===== config.mk =====
export PLATFORM = sky130hd
export DESIGN_NAME = dnn_train_sequencer
export DESIGN_NICKNAME = d
export VERILOG_FILES = /design/src/rtl/dnn_pkg.sv /design/src/rtl/dnn_train_sequencer_error_tally.sv /design/src/rtl/dnn_train_sequencer.sv
export SDC_FILE = /design/constraint.sdc
export NUM_CORES = 1
export LEC_CHECK = 0
export BUFFER_PORTS_ARGS = -buffer_cell sky130_fd_sc_hd__buf_2
export CAP_MARGIN = 0
export CORE_ASPECT_RATIO = 0.6
export CORE_UTILIZATION = 55
export DETAILED_ROUTE_END_ITERATION = 8
export PLACE_DENSITY = 0.8
export SYNTH_ARGS = -nofsm -noshare
export SYNTH_HDL_FRONTEND = slang
export SYNTH_SLANG_ARGS = --single-unit

===== constraint.sdc =====
create_clock -name clk -period 2.75 [get_ports clk]
set_input_delay 0.55 -clock clk [delete_from_list [all_inputs] [get_ports clk]]
set_output_delay 0.55 -clock clk [all_outputs]
set_load 0.01 [all_outputs]

===== src/rtl/dnn_pkg.sv =====
`default_nettype none
// ============================================================================
// Module      : dnn_pkg
// Description : Shared types, constants and helpers for the DNN training
//               sequencer. Holds the sequencer state encoding, the
//               cycles-per-case helper and the output pipeline depth.
// Revision    : 1.0 - initial release
// ============================================================================
package dnn_pkg;

    // Sequencer states. The top module mirrors these as fixed-width
    // localparams so the encoding stays stable for legacy consumers.
    typedef enum logic [1:0] {
        SEQ_IDLE = 2'd0,
        SEQ_RUN  = 2'd1,
        SEQ_HOLD = 2'd2,
        SEQ_DONE = 2'd3
    } seq_state_t;

    // Cycles between the last input chunk of a block and the last valid
    // DNN output of that block.
    localparam int PIPE_DELAY = 2;

    // Cycles per training case for the first layer: every chunk of the
    // layer-0 activations is fed once, then the pipeline drains.
    function automatic int cpc_calc(input int n0, input int fo0, input int z0);
        return ((n0 * fo0) / z0) + PIPE_DELAY;
    endfunction

endpackage
`default_nettype wire


===== src/rtl/dnn_train_sequencer_error_tally.sv =====
`default_nettype none
// ============================================================================
// Module      : error_tally
// Description : Per-case output error bookkeeping. A sticky flag collects any
//               a_out/y_out mismatch seen while outputs are valid; at block
//               end it is published as case_err and counted in total_error.
// Ports       : clk, rst          - clock, synchronous active-high reset
//               clear             - clears total_error and the sticky flag
//               out_valid         - DNN outputs meaningful this cycle
//               mismatch          - a_out differs from y_out this cycle
//               block_start       - first cycle of a block
//               block_end         - last cycle of a block
//               case_err          - error flag of the last completed case
//               total_error       - count of cases with an error
// Revision    : 1.0 - initial release
// ============================================================================
module error_tally
    import dnn_pkg::*;
#(
    parameter int CNT_W = 32
) (
    input  logic             clk,
    input  logic             rst,
    input  logic             clear,
    input  logic             out_valid,
    input  logic             mismatch,
    input  logic             block_start,
    input  logic             block_end,
    output logic             case_err,
    output logic [CNT_W-1:0] total_error
);

    logic             r_err;
    logic             r_case_err;
    logic [CNT_W-1:0] r_total;
    logic             w_err_now;

    // Error state including this cycle. The flag left over from the previous
    // block is masked on its first cycle, and the mismatch of the final cycle
    // is folded in so block_end sees it without an extra cycle of delay.
    always_comb begin
        w_err_now = ((~block_start) & r_err) | (out_valid & mismatch);
    end

    always_ff @(posedge clk) begin
        if (rst) begin
            r_err      <= 1'b0;
            r_case_err <= 1'b0;
            r_total    <= '0;
        end else begin
            r_err <= w_err_now;
            if (block_end) begin
                r_case_err <= w_err_now;
                if (w_err_now) begin
                    r_total <= r_total + CNT_W'(1);
                end
            end
            if (clear) begin
                r_err   <= 1'b0;
                r_total <= '0;
            end
        end
    end

    assign case_err    = r_case_err;
    assign total_error = r_total;

endmodule
`default_nettype wire


===== src/rtl/dnn_train_sequencer.sv =====
`default_nettype none
// ============================================================================
// Module      : dnn_train_sequencer
// Description : Training-run sequencer for the DNN core. Steps through CPC
//               cycles per case, drives the input chunk select, walks the
//               case-memory index with epoch wrap, stops after a programmed
//               number of cases and tallies per-case output errors.
// Ports       : clk, reset            - clock, synchronous active-high reset
//               start, num_cases      - run start pulse, cases (0 = unbounded)
//               pause                 - hold request, honoured at block end
//               a_out, y_out          - DNN output and delayed ideal output
//               busy, done            - RUN / DONE state indicators
//               cycle_index           - position within the current block
//               feed_valid, chunk_sel - input chunk strobe and mux select
//               out_valid             - DNN outputs meaningful this cycle
//               sel_tc                - case memory index
//               case_done, case_err   - block completion pulse, case error
//               num_train, total_error, epoch - run counters
// Revision    : 1.0 - initial release
// ============================================================================
module dnn_train_sequencer
    import dnn_pkg::*;
#(
    parameter int CPC            = 18,
    parameter int PIPE           = PIPE_DELAY,
    parameter int TRAINING_CASES = 50000,
    parameter int OUT_W          = 1,
    parameter int CNT_W          = 32,
    localparam int NCH           = CPC - PIPE,
    localparam int CYC_W         = (CPC > 2) ? $clog2(CPC) : 1,
    localparam int CHK_W         = (NCH > 2) ? $clog2(NCH) : 1,
    localparam int TC_W          = (TRAINING_CASES > 2) ? $clog2(TRAINING_CASES) : 1
) (
    input  logic             clk,
    input  logic             reset,
    input  logic             start,
    input  logic [CNT_W-1:0] num_cases,
    input  logic             pause,
    input  logic [OUT_W-1:0] a_out,
    input  logic [OUT_W-1:0] y_out,
    output logic             busy,
    output logic             done,
    output logic [CYC_W-1:0] cycle_index,
    output logic             feed_valid,
    output logic [CHK_W-1:0] chunk_sel,
    output logic             out_valid,
    output logic [TC_W-1:0]  sel_tc,
    output logic             case_done,
    output logic             case_err,
    output logic [CNT_W-1:0] num_train,
    output logic [CNT_W-1:0] total_error,
    output logic [CNT_W-1:0] epoch
);

    localparam logic [1:0] c_ST_IDLE = SEQ_IDLE;
    localparam logic [1:0] c_ST_RUN  = SEQ_RUN;
    localparam logic [1:0] c_ST_HOLD = SEQ_HOLD;
    localparam logic [1:0] c_ST_DONE = SEQ_DONE;

    localparam logic [CYC_W-1:0] c_CYC_LAST = CYC_W'(CPC - 1);
    localparam logic [CYC_W-1:0] c_CYC_NCH  = CYC_W'(NCH);
    localparam logic [CYC_W-1:0] c_CYC_PIPE = CYC_W'(PIPE);
    localparam logic [TC_W-1:0]  c_TC_LAST  = TC_W'(TRAINING_CASES - 1);

    logic [1:0]       r_state;
    logic [CYC_W-1:0] r_cyc;
    logic [CNT_W-1:0] r_num_cases;
    logic [CNT_W-1:0] r_num_train;
    logic [CNT_W-1:0] r_epoch;
    logic [TC_W-1:0]  r_sel_tc;
    logic             r_case_done;

    logic             w_run;
    logic             w_block_start;
    logic             w_block_end;
    logic [CNT_W-1:0] w_train_next;
    logic             w_last_case;
    logic             w_tc_last;
    logic             w_start_ok;
    logic             w_feed_valid;
    logic             w_out_valid;
    logic             w_mismatch;

    always_comb begin
        w_run         = (r_state == c_ST_RUN);
        w_block_start = w_run && (r_cyc == '0);
        w_block_end   = w_run && (r_cyc == c_CYC_LAST);
        w_train_next  = r_num_train + CNT_W'(1);
        // Compared on the incremented count so the final case of the run is
        // recognised at its own block end; a zero request never matches.
        w_last_case   = (r_num_cases != '0) && (w_train_next == r_num_cases);
        w_tc_last     = (r_sel_tc == c_TC_LAST);
        w_start_ok    = start && ((r_state == c_ST_IDLE) || (r_state == c_ST_DONE));
        w_feed_valid  = w_run && (r_cyc < c_CYC_NCH);
        w_out_valid   = w_run && (r_cyc >= c_CYC_PIPE);
        w_mismatch    = (a_out != y_out);
    end

    always_ff @(posedge clk) begin
        if (reset) begin
            r_state     <= c_ST_IDLE;
            r_cyc       <= '0;
            r_num_cases <= '0;
            r_num_train <= '0;
            r_epoch     <= '0;
            r_sel_tc    <= '0;
            r_case_done <= 1'b0;
        end else begin
            r_case_done <= w_block_end;
            case (r_state)
                c_ST_IDLE, c_ST_DONE: begin
                    // The case index is deliberately not cleared here so a
                    // new run continues through case memory where the last
                    // one stopped.
                    if (w_start_ok) begin
                        r_state     <= c_ST_RUN;
                        r_cyc       <= '0;
                        r_num_cases <= num_cases;
                        r_num_train <= '0;
                        r_epoch     <= '0;
                    end
                end
                c_ST_RUN: begin
                    if (w_block_end) begin
                        r_cyc       <= '0;
                        r_num_train <= w_train_next;
                        if (w_tc_last) begin
                            r_sel_tc <= '0;
                            r_epoch  <= r_epoch + CNT_W'(1);
                        end else begin
                            r_sel_tc <= r_sel_tc + TC_W'(1);
                        end
                        // End of run outranks a pending pause.
                        if (w_last_case) begin
                            r_state <= c_ST_DONE;
                        end else if (pause) begin
                            r_state <= c_ST_HOLD;
                        end
                    end else begin
                        r_cyc <= r_cyc + CYC_W'(1);
                    end
                end
                c_ST_HOLD: begin
                    if (!pause) begin
                        r_state <= c_ST_RUN;
                    end
                end
                default: begin
                    r_state <= c_ST_IDLE;
                end
            endcase
        end
    end

    error_tally #(
        .CNT_W (CNT_W)
    ) u_error_tally (
        .clk         (clk),
        .rst         (reset),
        .clear       (w_start_ok),
        .out_valid   (w_out_valid),
        .mismatch    (w_mismatch),
        .block_start (w_block_start),
        .block_end   (w_block_end),
        .case_err    (case_err),
        .total_error (total_error)
    );

    assign busy        = w_run;
    assign done        = (r_state == c_ST_DONE);
    assign cycle_index = r_cyc;
    assign feed_valid  = w_feed_valid;
    assign chunk_sel   = w_feed_valid ? r_cyc[CHK_W-1:0] : '0;
    assign out_valid   = w_out_valid;
    assign sel_tc      = r_sel_tc;
    assign case_done   = r_case_done;
    assign num_train   = r_num_train;
    assign epoch       = r_epoch;

endmodule
`default_nettype wire


==> results of run 1 <==
==> cells in the mapped netlist, types with 2 or more instances <==
library cell and number:
nor2_1 113, nor4_1 16, and3_2 3, nor4_2 2, a21o_1 3, nor3b_1 3, o22ai_1 2, and4_1 12
xor2_1 54, nand4_2 2, or2_2 2, or4_1 2, nand2b_1 3, o41ai_1 2, a211oi_1 3, dfxtp_1 154
and2_1 10, a41oi_1 2, a311oi_1 3, nand2_1 139, or3_1 18, buf_1 2, ha_1 10, and3_1 26
nand3_1 47, xnor2_1 54, inv_1 17, nor4bb_1 4, clkbuf_1 33, a31oi_1 3, nor2b_1 4, o31ai_1 9
nand4_1 24, o21ai_0 67, a21oi_1 66, mux2i_1 2, nand3_2 2, buf_2 10, nor3_1 16
==> cell type report <==
type,count,area share [%]
multi-input combinational,761,46.70
timing repair buffer,212,12.16
antenna,1,0.02575
tap,192,2.472
clock buffer,19,4.558
sequential,154,31.82
inverter,17,0.6567
clock inverter,13,1.610
==> routing by layer <==
layer,vias to the layer above,wire length (um),GRT usage [%]
met5,-,13,0
met4,2,131,5.556
met3,12,2498,10.28
met2,310,8529,40.33
met1,3606,11560,49.56
li1,3795,-,-
==> power groups by stage <==
stage	combinational, mW	clock [mW]	sequential, mW
6_report	1.27	2.40	2.54
3_5_place_dp	1.23	0	2.57
5_1_grt	1.40	2.54	2.55
2_1_floorplan	0.872	0	2.49
3_3_place_gp	1.21	0	2.56
4_1_cts	1.24	2.43	2.52
==> path summary, 6_finish.rpt <==
check / startpoint / end
setup / recovery: num_train[5] / r_state[0]
hold / removal: num_cases[17] / r_num_cases[17]
setup reg to reg: num_train[5] / r_state[0]
hold reg to reg: r_num_cases[9] / r_num_cases[9]
==> what timing repair did <==
| item | 4_1_cts | 5_1_grt |
|---|---|---|
| gates resized for setup | 0 | 15 |
| setup endpoints to repair | 0 | 12 |
| buffers inserted | 0 | 3 |
| endpoints found under the hold margin | 0 | 0 |
==> worst max-delay path: cells and delay by family, from the launching register on <==
kind	cells	cell delay, ns
XOR/XNOR	1	0.11
AO/OA/AOI/OAI	1	0.28
flip-flops	1	0.46
AND/OR/NAND/NOR	6	1.72
==> flip-flops by register name, indices dropped and copies added, names as in the netlist <==
register / flops
cycle_index: 5
u_error_tally.r_err: 1
sel_tc: 16
r_num_cases: 32
u_error_tally.case_err: 1
num_train: 32
epoch: 32
case_done: 1
u_error_tally.total_error: 32
r_state: 2
==> per-stage QoR <==
stage	util, %	power [mW]
4_1_cts	69.99	6.180
2_1_floorplan	-	3.365
5_1_grt	70.46	6.484
6_report	70.46	6.200
3_3_place_gp	65.64	3.772
3_5_place_dp	65.64	3.794
==> layout by cell type (no fill, tap or decap), types with 4 or more instances in the layout <==
cell          n
or3_1        18
and3_1       26
inv_1        17
nor4_1       15
o21ai_0      67
and2_1       10
clkbuf_16    17
nand4_1      24
buf_2       164
dfxtp_1     147
dfxtp_2       7
clkinvlp_4    4
and4_1       11
nor2b_1       4
nor4bb_1      4
nor3_1       16
ha_1          8
xnor2_1      54
nand2_1     139
o31ai_1       9
inv_6         4
xor2_1       54
buf_4        48
a21oi_1      66
nand3_1      47
nor2_1      112
==> cells by family after synthesis <==
group | after synthesis | share of synthesized area, %
AOI/OAI and AO/OA | 176 | 13.05
xor gates and xnor gates | 109 | 12.36
adders and majority gates | 10 | 1.597
buffers and inverters | 62 | 3.130
DFF | 154 | 39.35
muxes | 2 | 0.2555
and+or+nand+nor | 464 | 30.26
==> summary.txt, run 1 <==
Global routing
  – Total GRT Usage: 31.49%
  – Total gr overflow: 0
  – First-pass GRT wire length: 35.90 mm
  – Vias in the first global route: 6652
  – Initial antenna violation count: 2
  – Largest net degree at the start of global routing: 37

Clock network
  – CTS buffer count: 17
  – CTS sink count: 154
  – Hold buffer count at CTS: 0
  – H-tree depth: 4
  – Clk pin slew, worst setup/hold paths: 0.07 ns
  – Clk root buf: clkbuf_16
  – TritonCTS clock tree: yes
  – Clock buffer depth: 2
  – Worst skew pair latency: 0.42 ns

Detailed routing
  – Vias per cell: between 5 and 6
  – Via count: 7725
  – Final wirelength: between 20 and 25 mm
  – DRC: 0
  – Wirelength per Cell: between 15 and 20 um
  – Antenna-violating nets left: 0
  – First-pass DRT Iterations: 5
  – 1st-iter DRT viols: just over 700

Logic synthesis
  – Synth async-reset ratio: 0%
  – Seq/Total Area, Yosys: 39.35%
  – Ys Warns: 0
  – Synth top area share: 39.35%
  – Post-synth cell types: 72
  – Synth area leaders: dfxtp_1, nand2_1, xnor2_1
  – Post-synth EDFFs: 0
  – Synthesized Nets: 1025
  – #FFs+latches synth: 154
  – Synth Cell Area: 0.007835 mm2
  – Synthesized netlist cell count: 977
  – Primary FF master, synth: dfxtp_1
  – Synth area leader: dfxtp_1
  – Mean Syn Cell Area: 8.019 um2

Worst setup path
  – WP data arrival: 2.98 ns
  – Required @ worst endpoint: 3.07 ns
  – Crit-path max cell delay: ~0.52 ns
  – Worst R2R Setup Slack: approximately 0.09 ns
  – Critical path, cell by cell: and4_2 > nand4_4 > nor3_4 > xnor2_1 > or4_1 > nor4_2 > nand4_1 > a311oi_1
  – Slowest stage cell, crit path: or4_1
  – R2R cell count: 8
  – Setup Crit Path Kind: reg -> reg
  – Critical Path End Type: register
  – Element type at the critical path start: register
  – Worst-path fanout max: 8

Min path
  – Hold WC Path Type: in -> reg
  – WHS Path Cells: 3

Power and ir drop
  – Leakage: 4.068 nW
  – Maximum vdd ir drop: 0.3548 mV
  – Sw Ratio: 32.02%
  – Switching power: ~2.0 mW
  – Int Pwr: 4.215 mW
  – Comb pwr share: 20.4%
  – Sequential Power Share: roughly 41%
  – Clock network fraction of total power: 38.6%
  – Power per Cell Area: 638.1 mW/mm2

Layout
  – Layout fillers: 1144
  – Fraction of final layout cells sized beyond drive strength 1: 23.72%
  – Register area: 0.003092 mm2
  – Multi-input logic area: roughly 0.0045 mm2
  – Area grow syn2layout: 24.02%
  – Cell area after layout: 0.009717 mm2
  – Non-filler instance count after layout: 1369
  – Final net count: around 1200

Place
  – DP Worst Slack: between 0.06 and 0.07 ns
  – Inst Count DP: 1333
  – DP HPWL: 16.74 mm
  – Buffers on Ports: 164
  – RePlAce Congestion: 0.9397
  – Post-DP Area: 0.009052 mm2

Timing
  – Slew at the pin closest to its max-slew limit: 0.6985 ns
  – Fin crit share: 96.77%
  – Worst rel slew slack: 53.43%
  – Final Skew: around 0.015 ns
  – Hold Slack: 0.3647 ns
  – Pins Over Slew Limit: 0
  – Setup_tns: 0 ns
  – Fin. Hold Viols: 0
  – Finish-stage setup viols: 0
  – Shortest period the worst path allows: around 2.7 ns
  – PnR worst setup slack: 0.08880 ns
  – Max Clk Rate: 375.8 MHz

Outcome
  – Status: finished, final reports clean

Floorplan
  – Die Span X: 156.1 um
  – Die H: between 90 and 100 um
  – I/O pin cnt: 165
  – FP Rows: 33
  – Core area: approximately 0.014 mm2
  – Initial Utilization: 56.81%
  – Die area: 0.01474 mm2

Job
  – Max cap viols: 0
Power figures use the tool's default switching activity.
==> run 2: changes to the inputs <==
- CORE_UTILIZATION: 55 -> 57
- CTS_BUF_LIST: unset -> sky130_fd_sc_hd__clkbuf_2 sky130_fd_sc_hd__clkbuf_4 sky130_fd_sc_hd__clkbuf_8
- PLACE_DENSITY: 0.8 -> 0.83
==> run 2 against run 1 <==
Against the previous run:
- clock power shrank 27%
- largest power group unchanged
- total power decreased by 11%
- final cell count down 1.7%
- maximum frequency down 0.70%
- combinational power barely moved
- cell area fell by 2.3%
- global-route usage decreased by 0.47 points
- routed wire length shrank 2.1%
- worst hold slack got worse by 0.038 ns
- sequential power about the same
==> summary.txt, run 2 (same netlist as run 1, synthesis figures left out) <==
Outcome
  – Status: finished, final reports clean (unchanged)

Global routing
  – Busiest grt layer: met1 (unchanged)
  – Vias in the first global route: 6673 (was 6652)
  – Met2 Use GR: 40.53% (was 40.33%)
  – GRT met3 Usage: 9.920% (was 10.28%)
  – Largest net degree at the start of global routing: 47 (was 37)
  – Total gr overflow: 0 (unchanged)
  – Initial antenna violation count: 1 (was 2)
  – Total GRT Usage: 31.02% (was 31.49%)
  – First-pass GRT wire length: 34.73 mm (was 35.90 mm)
  – GR Util met1: 47.17% (was 49.56%)

Layout
  – Non-filler instance count after layout: 1346 (was 1369)
  – Fraction of final layout cells sized beyond drive strength 1: 23.74% (was 23.72%)
  – Most common cell after layout, fill and taps aside: buf_2 (unchanged)
  – Most frequent cells in the layout: buf_2, dfxtp_1, nand2_1 (unchanged)
  – Util after Layout: 72.28% (was 70.46%)
  – Final net count: 1210 (was 1211)
  – Area grow syn2layout: 21.14% (was 24.02%)

Detailed routing
  – 1st-iter DRT viols: 669 (was 704)
  – First-pass DRT Iterations: 5 (unchanged)
  – Wirelength per Cell: 16.53 um (was 16.60 um)
  – Antenna-violating nets left: 0 (unchanged)
  – Via count: 7771 (was 7725)
  – Final wirelength: 22.25 mm (was 22.73 mm)
  – DRC: 0 (unchanged)
  – Vias per cell: 5.773 (was 5.643)

Min path
  – WHS Path Cells: 3 (unchanged)
  – Hold WC Path Type: in -> reg (unchanged)

Clock network
  – Clk root buf: clkbuf_8 (was clkbuf_16)
  – CTS sink count: 154 (unchanged)
  – Clock buffer depth: 2 (unchanged)
  – Hold buffer count at CTS: 0 (unchanged)
  – Clk pin slew, worst setup/hold paths: 0.09 ns (was 0.07 ns)
  – CTS buffer count: 17 (unchanged)
  – H-tree depth: 4 (unchanged)
  – TritonCTS clock tree: yes (unchanged)
  – Worst skew pair latency: 0.45 ns (was 0.42 ns)

Timing
  – Hold Slack: 0.3268 ns (was 0.3647 ns)
  – Fin crit share: 97.45% (was 96.77%)
  – Fin. Hold Viols: 0 (unchanged)
  – Shortest period the worst path allows: 2.680 ns (was 2.661 ns)
  – Max Clk Rate: 373.1 MHz (was 375.8 MHz)
  – Pins Over Slew Limit: 0 (unchanged)
  – Worst rel slew slack: 53.16% (was 53.43%)
  – Finish-stage setup viols: 0 (unchanged)
  – Slew at the pin closest to its max-slew limit: 0.7026 ns (was 0.6985 ns)
  – PnR worst setup slack: 0.07006 ns (was 0.08880 ns)
  – Final Skew: 0.01025 ns (was 0.01458 ns)

Power and ir drop
  – Pwr Total: 5.525 mW (was 6.200 mW)
  – Clock network fraction of total power: 31.7% (was 38.6%)
  – Int Pwr: 3.639 mW (was 4.215 mW)
  – Leakage: 3.983 nW (was 4.068 nW)
  – Switching power: 1.886 mW (was 1.985 mW)
  – Maximum vdd ir drop: 0.4079 mV (was 0.3548 mV)
  – Sw Ratio: 34.14% (was 32.02%)
  – Sequential Power Share: 45.8% (was 40.9%)
  – Comb pwr share: 22.5% (was 20.4%)
  – Power per Cell Area: 582.1 mW/mm2 (was 638.1 mW/mm2)

Place
  – Buffers on Ports: 164 (unchanged)
  – DP HPWL: 16.60 mm (was 16.74 mm)
  – Inst Count DP: 1313 (was 1333)
  – DP Worst Slack: 0.07858 ns (was 0.06379 ns)
  – RePlAce Congestion: 1.002 (was 0.9397)

Worst setup path
  – WP data arrival: 3.04 ns (was 2.98 ns)
  – Worst-path fanout max: 7 (was 8)
  – R2R cell count: 9 (was 8)
  – Delay-heaviest family, CP: simple AND/OR/NAND/NOR gates (unchanged)
  – Levels on crit path: 9 (was 8)
  – Required @ worst endpoint: 3.11 ns (was 3.07 ns)
  – Setup Crit Path Kind: reg -> reg (unchanged)
  – Critical path, cell by cell: ha_2 > and3_4 > nand2_1 > xnor2_1 > o21ai_1 > or4_4 > nor4_4 > nand4_1 > a311oi_1 (was and4_2 > nand4_4 > nor3_4 > xnor2_1 > or4_1 > nor4_2 > nand4_1 > a311oi_1)
  – Slowest stage cell, crit path: or4_4 (was or4_1)
  – Element type at the critical path start: register (unchanged)
  – Critical Path End Type: register (unchanged)
  – Crit-path max cell delay: 0.58 ns (was 0.52 ns)
  – Critical path buffers and inverters: 0 (unchanged)

Floorplan
  – Die area: 0.01423 mm2 (was 0.01474 mm2)
  – FP Rows: 32 (was 33)
  – Die Span X: 153.4 um (was 156.1 um)
  – Core area: 0.01313 mm2 (was 0.01379 mm2)
  – Initial Utilization: 59.66% (was 56.81%)
  – Die H: 92.82 um (was 94.45 um)
  – I/O pin cnt: 165 (unchanged)

Job
  – Max cap viols: 0 (unchanged)
[run 2: changes by cell type in the layout (fill, tap and decap cells not counted), sizes merged]
cell	previous run	this run
buf	212	211
clkbuf	19	18
clkinv	1	3
clkinvlp	4	3
[run 2: path summary, 6_finish.rpt]
path         slack, ns           from         endpoint
max reg2reg       0.07   num_train[1]       r_state[0]
max               0.07   num_train[1]       r_state[0]
min               0.33  num_cases[22]  r_num_cases[22]
min reg2reg       0.50      epoch[31]        epoch[31]
[run 2: worst register-to-register path, cell delays in order, from the launching register on]
cell      delay [ns]
dfxtp_2         0.37
ha_2            0.21
and3_4          0.26
nand2_1         0.11
xnor2_1         0.17
o21ai_1         0.14
or4_4           0.58
nor4_4          0.27
nand4_1         0.21
a311oi_1        0.29
[run 2: power groups by stage]
stage / Combinational [mW] / Clock, mW / Sequential (mW)
6_report: 1.24 / 1.75 / 2.53
3_5_place_dp: 1.20 / 0 / 2.56
5_1_grt: 1.37 / 1.87 / 2.53
4_1_cts: 1.21 / 1.79 / 2.51
2_1_floorplan: 0.872 / 0 / 2.49
3_3_place_gp: 1.17 / 0 / 2.56
[run 2: routing by layer]
| layer | routed length, um | up-vias |
|---|---|---|
| met5 | 0 | - |
| met4 | 337 | 0 |
| met3 | 2772 | 37 |
| met2 | 8549 | 388 |
| met1 | 10590 | 3549 |
| li1 | - | 3797 |
[run 2: what timing repair did]
item                                    in CTS  in global routing
pin swaps                                    0                  4
gates resized for setup                      2                 14
endpoints found under the setup margin       1                  8
setup buffers                                0                  0
[run 2: final cells by class]
| class | instances | area, um2 |
|---|---|---|
| inverter | 17 | 63.81 |
| timing repair buffer | 211 | 1174 |
| sequential | 154 | 3089 |
| fill | 1053 | 3641 |
| tap | 170 | 212.7 |
| multi-input combinational | 761 | 4549 |
| antenna | 1 | 2.502 |
| clock inverter | 14 | 158.9 |
| clock buffer | 18 | 241.5 |
[run 2: per-stage QoR]
step,instance area (um2),setup TNS (ns)
4_1_cts,9445,0
3_5_place_dp,9040,0
2_1_floorplan,7835,0
5_1_grt,9489,-0.004121
6_report,9492,0
3_3_place_gp,9040,0
